<file path="src/rtl/nand_sync_counter.sv">
// Up/down binary counter whose next-state and terminal-count logic is built
// entirely from Nand2 cells; only the state register is behavioural.

module Nand2 (
   input  logic in1,
   input  logic in2,
   output logic out
);

   assign out = ~(in1 & in2);

endmodule

module nand_sync_counter #(
   parameter int WIDTH = 4
) (
   input  logic             clk,
   input  logic             rst,
   input  logic             en,
   input  logic             up_dn,
   input  logic             load,
   input  logic [WIDTH-1:0] d,
   output logic [WIDTH-1:0] q,
   output logic             tc
);

   logic [WIDTH-1:0] r_q;

   logic             w_up_n;
   logic             w_load_n;
   logic [WIDTH:0]   w_t;
   logic [WIDTH-1:0] w_q_n;
   logic [WIDTH-1:0] w_sel_a;
   logic [WIDTH-1:0] w_sel_b;
   logic [WIDTH-1:0] w_m;
   logic [WIDTH-1:0] w_t_nand;
   logic [WIDTH-1:0] w_x1;
   logic [WIDTH-1:0] w_x2;
   logic [WIDTH-1:0] w_x3;
   logic [WIDTH-1:0] w_x;
   logic [WIDTH-1:0] w_ld_a;
   logic [WIDTH-1:0] w_ld_b;
   logic [WIDTH-1:0] w_nxt;

   // Select inverters shared by every bit's direction mux and load mux.
   Nand2 u_up_inv   (.in1(up_dn), .in2(up_dn), .out(w_up_n));
   Nand2 u_load_inv (.in1(load),  .in2(load),  .out(w_load_n));

   assign w_t[0] = en;

   generate
      for (genvar i = 0; i < WIDTH; i++) begin : g_bit
         // m = up_dn ? q : ~q decides whether this bit propagates the carry/borrow.
         Nand2 u_q_inv  (.in1(r_q[i]),      .in2(r_q[i]),      .out(w_q_n[i]));
         Nand2 u_sel_a  (.in1(up_dn),       .in2(r_q[i]),      .out(w_sel_a[i]));
         Nand2 u_sel_b  (.in1(w_up_n),      .in2(w_q_n[i]),    .out(w_sel_b[i]));
         Nand2 u_sel_o  (.in1(w_sel_a[i]),  .in2(w_sel_b[i]),  .out(w_m[i]));

         Nand2 u_t_nand (.in1(w_t[i]),      .in2(w_m[i]),      .out(w_t_nand[i]));
         Nand2 u_t_inv  (.in1(w_t_nand[i]), .in2(w_t_nand[i]), .out(w_t[i+1]));

         Nand2 u_x1     (.in1(r_q[i]),      .in2(w_t[i]),      .out(w_x1[i]));
         Nand2 u_x2     (.in1(r_q[i]),      .in2(w_x1[i]),     .out(w_x2[i]));
         Nand2 u_x3     (.in1(w_t[i]),      .in2(w_x1[i]),     .out(w_x3[i]));
         Nand2 u_x4     (.in1(w_x2[i]),     .in2(w_x3[i]),     .out(w_x[i]));

         // Load overrides the toggled value regardless of en and up_dn.
         Nand2 u_ld_a   (.in1(load),        .in2(d[i]),        .out(w_ld_a[i]));
         Nand2 u_ld_b   (.in1(w_load_n),    .in2(w_x[i]),      .out(w_ld_b[i]));
         Nand2 u_ld_o   (.in1(w_ld_a[i]),   .in2(w_ld_b[i]),   .out(w_nxt[i]));
      end
   endgenerate

   assign tc = w_t[WIDTH];
   assign q  = r_q;

   always_ff @(posedge clk or posedge rst) begin
      if (rst) begin
         r_q <= {WIDTH{1'b0}};
      end else begin
         r_q <= w_nxt;
      end
   end

endmodule

</file>
<file path="config.mk">
export PLATFORM = sky130hd
export DESIGN_NAME = nand_sync_counter
export DESIGN_NICKNAME = d
export VERILOG_FILES = /design/src/rtl/nand_sync_counter.sv
export SDC_FILE = /design/constraint.sdc
export NUM_CORES = 1
export LEC_CHECK = 0
export BUFFER_PORTS_ARGS = -buffer_cell sky130_fd_sc_hd__buf_4
export CORE_AREA = 5 5 42 44
export DETAILED_ROUTE_END_ITERATION = 6
export DIE_AREA = 0 0 47 49
export GPL_ROUTABILITY_DRIVEN = 0
export MAX_ROUTING_LAYER = met4
export PLACE_DENSITY = 0.47
export SYNTH_ARGS = -nofsm -noshare
export SYNTH_HDL_FRONTEND = slang
export SYNTH_HIERARCHICAL = 1
export SYNTH_SLANG_ARGS = --single-unit
</file>
<file path="constraint.sdc">
create_clock -name clk -period 2.8 [get_ports clk]
set_input_delay 0.56 -clock clk [delete_from_list [all_inputs] [get_ports clk]]
set_output_delay 0.56 -clock clk [all_outputs]
set_load 0.005 [all_outputs]
</file>
==> impl_metrics.py, run 1 <==
metrics = {
    "run_status": {
        "status": "finished, final reports clean",
    },
    "setup_path": {
        "end_kind": "output pin",
        "r2r_setup_slack_ns": 1.33,
        "cp_num_buf_inv": 2,
        "cp-start-kind": "input pin",
        "cp_cell_sequence": "buf_4 -> nand2_1 -> nand2_1 -> nand2_1 -> nand2_1 -> nand2_1 -> nand2_1 -> nand2_1 -> nand2_1 -> nand2_1 -> nand2_1 -> nand2_1 -> buf_4",
        "required_ns": 2.24,
        "reg2regPathDepth": 14,
        "cp_slowest_cell": "buf_4",
        "cp.depth": 13,
        "path_delay_family": "simple AND/OR/NAND/NOR gates",
        "worstPathMaxFanout": 6,
        "critPathLaunch": "up_dn",
        "slowest_delay_ns": 0.13,
        "r2r_end": "q[3]$_DFF_PP0_",
        "reg2reg_from": "q[0]$_DFF_PP0_",
        "critical_path_class": "input pin to output pin",
        "crit_top_cell": "nand2_1",
        "worstPathArrival_ns": 1.64,
        "crit_end": "tc",
    },
    "finish": {
        "fill_cells": 172,
        "largest_reg_flops": 4,
        "antenna_cells": 0,
        "seqCellArea_um2": 100,
        "fin_area_um2": 447,
        "multiInputGateArea_um2": 203,
        "area_delta_synth_final_pct": 45.7,
        "layout-drive-gt1-share_pct": 21.3,
        "nets": 86,
    },
    "flow_run": {
        "cap_violations": 0,
    },
    "floorplan": {
        "design.core.area_mm2": 0.00140,
        "die_height_um": 49,
        "die_x_um": 47,
        "start_util_pct": 21.9,
        "die_area_mm2": 0.00230,
        "ios": 14,
        "rows": 14,
    },
    "global_routing": {
        "grt_pass1_wl_um": 993,
        "gr-total-overflow": 0,
        "grt_max_degree": 7,
        "grt_usage_pct": 6.43,
        "grt_pass1_vias": 273,
        "antenna_found_initial": 0,
    },
    "cts": {
        "htree_levels": 1,
        "clkLatencyLatePin_ns": 0.23,
        "holdBufCountCts": 0,
        "clk_pin_slew_ns": 0.03,
        "cts_root_buf": "clkbuf_4",
        "clockBufferDepth": 2,
        "postCtsSetupBuffers": 0,
        "cts_tree": "yes",
        "cts.repair.resized": 0,
        "clock-sinks": 4,
        "numCtsBuffers": 3,
    },
    "sta": {
        "fin_crit_sh_pct": 78.7,
        "setup_tns_ns": 0,
        "final-max-slew-violation-count": 0,
        "worst_pin_slew_ns": 0.174,
        "finalHoldViolCount": 0,
        "finalSetupViolCount": 0,
        "layout_setup_ws_ns": 0.597,
        "rsz0062_at_grt": "no",
        "skew_ns": 0.000341,
        "maxSlewHeadroom_pct": 88.4,
        "period_needed_ns": 2.20,
        "max_freq_mhz": 454,
    },
    "routing": {
        "route.detailed.drc": 0,
        "viasPerCell": 3.74,
        "dr.pass1.iters": 2,
        "vias": 340,
        "route.antenna.remaining_nets": 0,
        "wl_per_cell_um": 7.07,
        "wl_um": 643,
        "drtIter0Drc": 2,
    },
    "yosys": {
        "async_flop_share_pct": 100,
        "yosysTopAreaCell": "nand2_1",
        "ys_types": 3,
        "yosysMostFrequentCell": "nand2_1",
        "netlist.area_leader.share_pct": 66.1,
        "synthCells": 59,
        "synth_seq_cells": 4,
        "synth_fp_nets": 68,
        "synth_top_flop_cell": "dfrtp_1",
        "syn_avg_cell_area_um2": 5.20,
        "yosys_warnings": 6,
        "synth_common_cells": "nand2_1, dfrtp_1, inv_1",
        "synth.area.top_cells": "nand2_1, dfrtp_1, inv_1",
        "synth_edf_count": 0,
        "synth-seq-area-share_pct": 32.7,
        "syn_area_um2": 307,
    },
    "pwr": {
        "power_density_mw_per_mm2": 757,
        "peakVddDrop_uv": 271,
        "p_leak_nw": 0.291,
    },
    "placed_design": {
        "place_ws_ns": 0.589,
        "portBuffers": 13,
        "placed_cell_area_um2": 424,
        "dpl.hpwl_um": 567,
    },
    "min_path": {
        "min_path_type": "input pin to async pin",
    },
}
-- cell usage in the layout (no fill, tap or decap) --
| cell | Yosys | layout |
|---|---|---|
| buf_4 | 0 | 13 |
| clkbuf_4 | 0 | 3 |
| nand2_1 | 54 | 54 |
| dfrtp_1 | 4 | 4 |
| inv_1 | 1 | 1 |
-- cells by family (layout without fill, tap and decap cells) --
family | Yosys count | count (layout) | share of synthesized area, %
buffers and inverters | 1 | 17 | 1.22
AND/OR/NAND/NOR | 54 | 54 | 66.1
flip-flops | 4 | 4 | 32.7
-- where the power goes --
part	internal (mW)	switching, mW	total [mW]
Clock	0.0477	0.0208	0.0686
Combinational	0.0835	0.0854	0.169
Sequential	0.0756	0.0253	0.101
-- metrics by stage --
step                cells  total power, mW  hold slack, ns  utilization [%]
floorplan              59            0.203           0.326                -
global placement       88            0.274           0.461             30.3
finish                 91            0.338           0.217             31.9
CTS                    91            0.348           0.210             31.9
global route           91            0.377           0.223             31.9
detailed placement     88            0.274           0.461             30.3
-- layer usage --
metal | global-route usage, % | part of all wire [%] | up-vias
met4 | 8.29 | 1.4 | 0
met5 | - | 0 | -
li1 | - | - | 209
met1 | 5.95 | 38 | 121
met3 | 1.48 | 7.2 | 2
met2 | 9.05 | 53 | 8
-- worst min path at each step --
| stage | startpoint | cells after the start | slack, ns | end |
|---|---|---|---|---|
| after floorplan | rst | 1 | 0.33 | q[0]$_DFF_PP0_ |
| after global placement | rst | 2 | 0.46 | q[2]$_DFF_PP0_ |
| after detailed placement | rst | 2 | 0.46 | q[2]$_DFF_PP0_ |
| after CTS | rst | 2 | 0.21 | q[2]$_DFF_PP0_ |
| after global routing | rst | 2 | 0.22 | q[2]$_DFF_PP0_ |
| final | rst | 2 | 0.22 | q[1]$_DFF_PP0_ |
-- layout make-up --
| class | count | share of cell area (%) |
|---|---|---|
| clock buffer | 3 | 5.04 |
| inverter | 1 | 0.840 |
| multi-input combinational | 54 | 45.4 |
| sequential | 4 | 22.4 |
| tap | 16 | 4.48 |
| timing repair buffer | 13 | 21.8 |
No activity file was read; power rests on OpenSTA's default activity.
==> run 2, diff against run 1 <==
Settings changed: ABC_AREA set to 1, PLACE_DENSITY 0.47 to 0.49.
Clock period 2.8 ns to 1.95 ns, I/O delays scaled along.
==> run 2 against run 1 <==
  * Critical path depth down 1
  * Sequential power increased by 42%
  * Worst setup slack lost 0.51 ns
  * Global-route usage increased by 0.30 points
  * Utilization increased by 3.4 points
  * Clock skew is essentially flat
  * Total power grew 63%
  * Clock power grew 52%
  * Cell count grew 4.4%
  * Wire length rose by 6.8%
  * Non-clock buffer count up 4
  * Combinational power grew 79%
==> impl_metrics.py, run 2 (synthesis results as in run 1) <==
metrics = {
    "run_status": {
        "status": "finished, final reports clean",
    },
    "finish": {
        "fin_cells": 95,
        "layout-drive-gt1-share_pct": 34.2,
        "antenna_cells": 0,
        "mostFrequentLayoutCell": "nand2_1",
        "area_delta_synth_final_pct": 61.2,
        "fill_cells": 171,
        "largest_reg_flops": 4,
        "nets": 90,
        "final_cell_mix": "nand2_1, buf_4, nand2_2",
    },
    "setup_path": {
        "required_ns": 1.56,
        "slowest_delay_ns": 0.39,
        "cp-start-kind": "flip-flop",
        "cp_cell_sequence": "nand2_1 -> nand2_1 -> nand2_1 -> nand2_2 -> nand2_2 -> nand2_2 -> nand2_2 -> nand2_2 -> nand2_2 -> nand2_2 -> nand2_1 -> buf_4",
        "cp_slowest_cell": "dfrtp_1",
        "path_delay_family": "simple AND/OR/NAND/NOR gates",
        "critical_path_class": "flip-flop to output pin",
        "worstPathArrival_ns": 1.47,
        "reg2regPathDepth": 16,
        "crit_top_cell": "nand2_2",
        "worstPathMaxFanout": 4,
        "cp_num_buf_inv": 1,
        "end_kind": "output pin",
        "cp.depth": 12,
    },
    "pwr": {
        "power_mw": 0.550,
        "swShare_pct": 39.3,
        "power.internal_mw": 0.334,
        "power_density_mw_per_mm2": 1110,
        "p_leak_nw": 0.310,
        "seqPwrFrac_pct": 25.9,
        "peakVddDrop_uv": 526,
        "power.switching_mw": 0.216,
        "share_comb_of_total_power_pct": 55.1,
        "p_clk_share_pct": 18.9,
    },
    "global_routing": {
        "antenna_found_initial": 0,
        "grt_pass1_vias": 299,
        "gr-total-overflow": 0,
        "grt_usage_pct": 6.73,
        "grt_max_degree": 7,
        "grt_pass1_wl_mm": 1.06,
    },
    "routing": {
        "route.detailed.drc": 0,
        "route.antenna.remaining_nets": 0,
        "drtIter0Drc": 0,
        "viasPerCell": 3.83,
        "wl_per_cell_um": 7.23,
        "wl_um": 687,
        "dr.pass1.iters": 1,
        "vias": 364,
    },
    "sta": {
        "max_freq_mhz": 537,
        "period_needed_ns": 1.86,
        "worst_pin_slew_ns": 0.173,
        "fin_hold_ws_ns": 0.0358,
        "maxSlewHeadroom_pct": 88.5,
        "fin_crit_sh_pct": 95.5,
        "finalHoldViolCount": 0,
        "final-max-slew-violation-count": 0,
        "finalSetupViolCount": 0,
        "rsz0062_at_grt": "yes",
        "skew_ns": 0.000627,
        "layout_setup_ws_ns": 0.0886,
    },
    "floorplan": {
        "start_util_pct": 21.9,
        "ios": 14,
        "die_area_mm2": 0.00230,
        "die_height_um": 49,
        "design.core.area_mm2": 0.00140,
        "die_x_um": 47,
        "rows": 14,
    },
    "placed_design": {
        "place_ws_ns": 0.142,
        "dpl.hpwl_um": 552,
        "placed_cells": 90,
        "portBuffers": 13,
    },
    "cts": {
        "clkLatencyLatePin_ns": 0.24,
        "cts_root_buf": "clkbuf_4",
        "clockBufferDepth": 2,
        "cts_tree": "yes",
        "htree_levels": 1,
        "holdBufCountCts": 0,
        "numCtsBuffers": 3,
        "clock-sinks": 4,
        "clk_pin_slew_ns": 0.04,
    },
    "flow_run": {
        "cap_violations": 0,
    },
    "min_path": {
        "min_path_type": "input pin to async pin",
    },
}
-- run 2: worst register-to-register path: cells and delay by family, from the launching register on --
kind	cells	cell delay, ns
flops	1	0.39
buf+inv	2	0.19
simple gates	14	0.87
-- run 2: power by group through the flow --
stage / clock (mW) / sequential [mW] / combinational, mW
finish: 0.104 / 0.143 / 0.303
global placement: 0 / 0.144 / 0.259
detailed placement: 0 / 0.145 / 0.262
floorplan: 0 / 0.143 / 0.149
global route: 0.109 / 0.148 / 0.349
CTS: 0.110 / 0.143 / 0.269
-- run 2: final timing paths --
path / startpoint / end / slack, ns
worst max register to register: q[0]$_DFF_PP0_ / q[3]$_DFF_PP0_ / 0.36
max in group asynchronous: rst / q[3]$_DFF_PP0_ / 1.77
worst max-delay path: q[0]$_DFF_PP0_ / tc / 0.09
worst min register to register: q[1]$_DFF_PP0_ / q[1]$_DFF_PP0_ / 0.66
worst min-delay path: rst / q[1]$_DFF_PP0_ / 0.04
min in group clk: d[1] / q[1]$_DFF_PP0_ / 0.35
-- run 2: what timing repair did --
item,in CTS,in global routing
endpoints found under the setup margin,1,1
gates resized for setup,0,7
pin swaps,0,9
setup buffers,1,1
-- run 2: metrics by stage --
stage / util [%] / TNS, ns / cell area, um2
3_5_place_dp: 31.3 / 0 / 439
5_1_grt: 35.3 / -0.0202 / 494
3_3_place_gp: 31.3 / 0 / 439
2_1_floorplan: - / 0 / 307
4_1_cts: 33.5 / 0 / 469
6_report: 35.3 / 0 / 494
-- run 2: cell type report --
type | count | area (um2) | share of cell area [%]
sequential | 4 | 100 | 20.3
multi-input combinational | 54 | 220 | 44.6
inverter | 1 | 3.75 | 0.759
timing repair buffer | 17 | 128 | 25.8
tap | 16 | 20.0 | 4.05
clock buffer | 3 | 22.5 | 4.56
-- run 2: per-layer routing --
metal	global-route usage, %	share of wire, %
met1	6.86	45
met3	1.11	6.1
met5	-	0
met4	6.91	4.2
met2	9.95	45
==> run 3, diff against run 2 <==
Settings changed: HOLD_SLACK_MARGIN set to 0.1, PLACE_DENSITY 0.49 to 0.47.
Clock period 1.95 ns to 1.9 ns, I/O delays scaled along.
==> run 3 against run 2 <==
  * Worst hold slack improved by 0.31 ns
  * Worst setup slack got worse by 0.0086 ns
  * Sequential cell count unchanged
  * Largest power group unchanged
  * Global-route usage increased by 0.80 points
  * Non-clock buffer count increased by 3
  * Largest cell class unchanged
  * Clock power about the same
  * Cell count increased by 3.2%
  * Combinational power increased by 5%
  * Die area unchanged
==> impl_metrics.py, run 3 (synthesis results as in run 1) <==
metrics = {
    "run_status": {
        "status": "finished, final reports clean",
    },
    "finish": {
        "largest_reg_flops": 4,
        "nets": 93,
        "antenna_cells": 0,
        "area_delta_synth_final_pct": 69.4,
        "mostFrequentLayoutCell": "nand2_1",
        "layout-drive-gt1-share_pct": 35.4,
        "final_cell_mix": "nand2_1, buf_4, nand2_2",
    },
    "floorplan": {
        "die_height_um": 49,
        "rows": 14,
        "die_area_mm2": 0.00230,
        "ios": 14,
        "start_util_pct": 21.9,
        "design.core.area_mm2": 0.00140,
        "die_x_um": 47,
    },
    "placed_design": {
        "portBuffers": 13,
        "dpl.hpwl_um": 558,
    },
    "sta": {
        "maxSlewHeadroom_pct": 87.8,
        "finalHoldViolCount": 0,
        "worst_pin_slew_ns": 0.183,
        "rsz0062_at_grt": "yes",
        "final-max-slew-violation-count": 0,
        "finalSetupViolCount": 0,
        "max_freq_mhz": 549,
        "setup_tns_ns": 0,
        "skew_ns": 0.00226,
        "period_needed_ns": 1.82,
        "fin_crit_sh_pct": 95.8,
    },
    "pwr": {
        "power_density_mw_per_mm2": 1100,
        "peakVddDrop_uv": 385,
        "power_mw": 0.570,
        "p_leak_nw": 0.324,
    },
    "cts": {
        "htree_levels": 1,
        "clkLatencyLatePin_ns": 0.23,
        "clk_pin_slew_ns": 0.04,
        "clock-sinks": 4,
        "clockBufferDepth": 2,
        "cts_root_buf": "clkbuf_4",
        "cts_tree": "yes",
        "numCtsBuffers": 3,
    },
    "setup_path": {
        "cp_cell_sequence": "nand2_1 -> nand2_1 -> nand2_1 -> nand2_2 -> nand2_2 -> nand2_2 -> nand2_2 -> nand2_2 -> nand2_2 -> nand2_2 -> nand2_1 -> buf_4",
        "reg2regPathDepth": 15,
        "worstPathArrival_ns": 1.44,
        "required_ns": 1.52,
        "crit_end": "tc",
        "r2r_end": "q[3]$_DFF_PP0_",
        "critPathLaunch": "q[0]$_DFF_PP0_",
        "cp.depth": 12,
        "end_kind": "output pin",
        "reg2reg_from": "q[0]$_DFF_PP0_",
        "worstPathMaxFanout": 4,
        "cp_num_buf_inv": 1,
        "critical_path_class": "flip-flop to output pin",
        "r2r_setup_slack_ns": 0.43,
        "path_delay_family": "simple AND/OR/NAND/NOR gates",
        "slowest_delay_ns": 0.39,
        "cp_slowest_cell": "dfrtp_1",
        "cp-start-kind": "flip-flop",
        "crit_top_cell": "nand2_2",
    },
    "routing": {
        "route.antenna.remaining_nets": 0,
        "route.detailed.drc": 0,
        "vias": 373,
        "drtIter0Drc": 0,
        "wl_per_cell_um": 7.60,
        "dr.pass1.iters": 1,
        "viasPerCell": 3.81,
        "wl_um": 745,
    },
    "global_routing": {
        "grt_pass1_vias": 350,
        "antenna_found_initial": 0,
        "grt_usage_pct": 7.53,
        "grt_pass1_wl_mm": 1.24,
        "grt_max_degree": 7,
        "gr-total-overflow": 0,
    },
    "flow_run": {
        "cap_violations": 0,
    },
    "min_path": {
        "min_path_type": "input pin to flip-flop",
    },
}
## run 3: changes by cell type in the layout (fill, tap and decap cells not counted)
cell / change
buf_4: +2
dlygate4sd3_1: +1
## run 3: worst min path at each step
stage | from | endpoint | slack, ns | cells after the start
after CTS | d[0] | q[0]$_DFF_PP0_ | 0.33 | 3
after global routing | d[2] | q[2]$_DFF_PP0_ | 0.35 | 3
after detailed placement | rst | q[3]$_DFF_PP0_ | 0.28 | 2
after global placement | rst | q[3]$_DFF_PP0_ | 0.28 | 2
after floorplan | rst | q[0]$_DFF_PP0_ | 0.15 | 1
final | d[0] | q[0]$_DFF_PP0_ | 0.34 | 3
## run 3: worst register-to-register path: stages, from the launching register on
cell,delay [ns]
dfrtp_1,0.39
nand2_1,0.07
nand2_1,0.04
nand2_1,0.07
nand2_2,0.06
nand2_2,0.08
nand2_2,0.06
nand2_2,0.08
nand2_2,0.06
nand2_2,0.08
buf_4,0.11
nand2_1,0.05
nand2_1,0.06
nand2_1,0.05
nand2_1,0.05
nand2_1,0.05
## run 3: through the flow
step                      setup slack (ns)  std cells  area, um2  hold WS, ns  utilization [%]
final                               0.0800         98        519        0.342             37.1
after global routing               -0.0958         98        519        0.348             37.1
after CTS                          0.00394         95        489        0.333             34.9
after detailed placement            0.0973         90        439        0.279             31.3
after global placement               0.103         90        439        0.282             31.3
after floorplan                      0.356         59        307        0.146                -
## run 3: metal layers
metal	GRT usage, %	part of all wire (%)
met2	11.5	50
met3	1.11	4.4
met1	7.74	44
met5	-	0
met4	6.91	1.2
## run 3: layout make-up
| class | instances | area [um2] |
|---|---|---|
| inverters | 1 | 3.75 |
| well taps | 16 | 20.0 |
| clock buffers | 3 | 22.5 |
| repair buffers | 20 | 153 |
| fillers | 164 | 882 |
| multi-input cells | 54 | 220 |
| flip-flops and latches | 4 | 100 |
## run 3: power by group
part	switching, mW	internal [mW]	total, mW	leakage [nW]
registers	0.0366	0.111	0.148	0.0445
clock network	0.0339	0.0706	0.105	0.0138
logic	0.153	0.165	0.318	0.266
total	0.223	0.347	0.570	0.324
## run 3: what timing repair did
action / 4_1_cts / 5_1_grt
resized for setup: 4 / 3
buffers inserted: 1 / 3
setup endpoints to repair: 1 / 1
pin swaps: 0 / 8
hold buffers: 1 / 0
endpoints found under the hold margin: 4 / 0
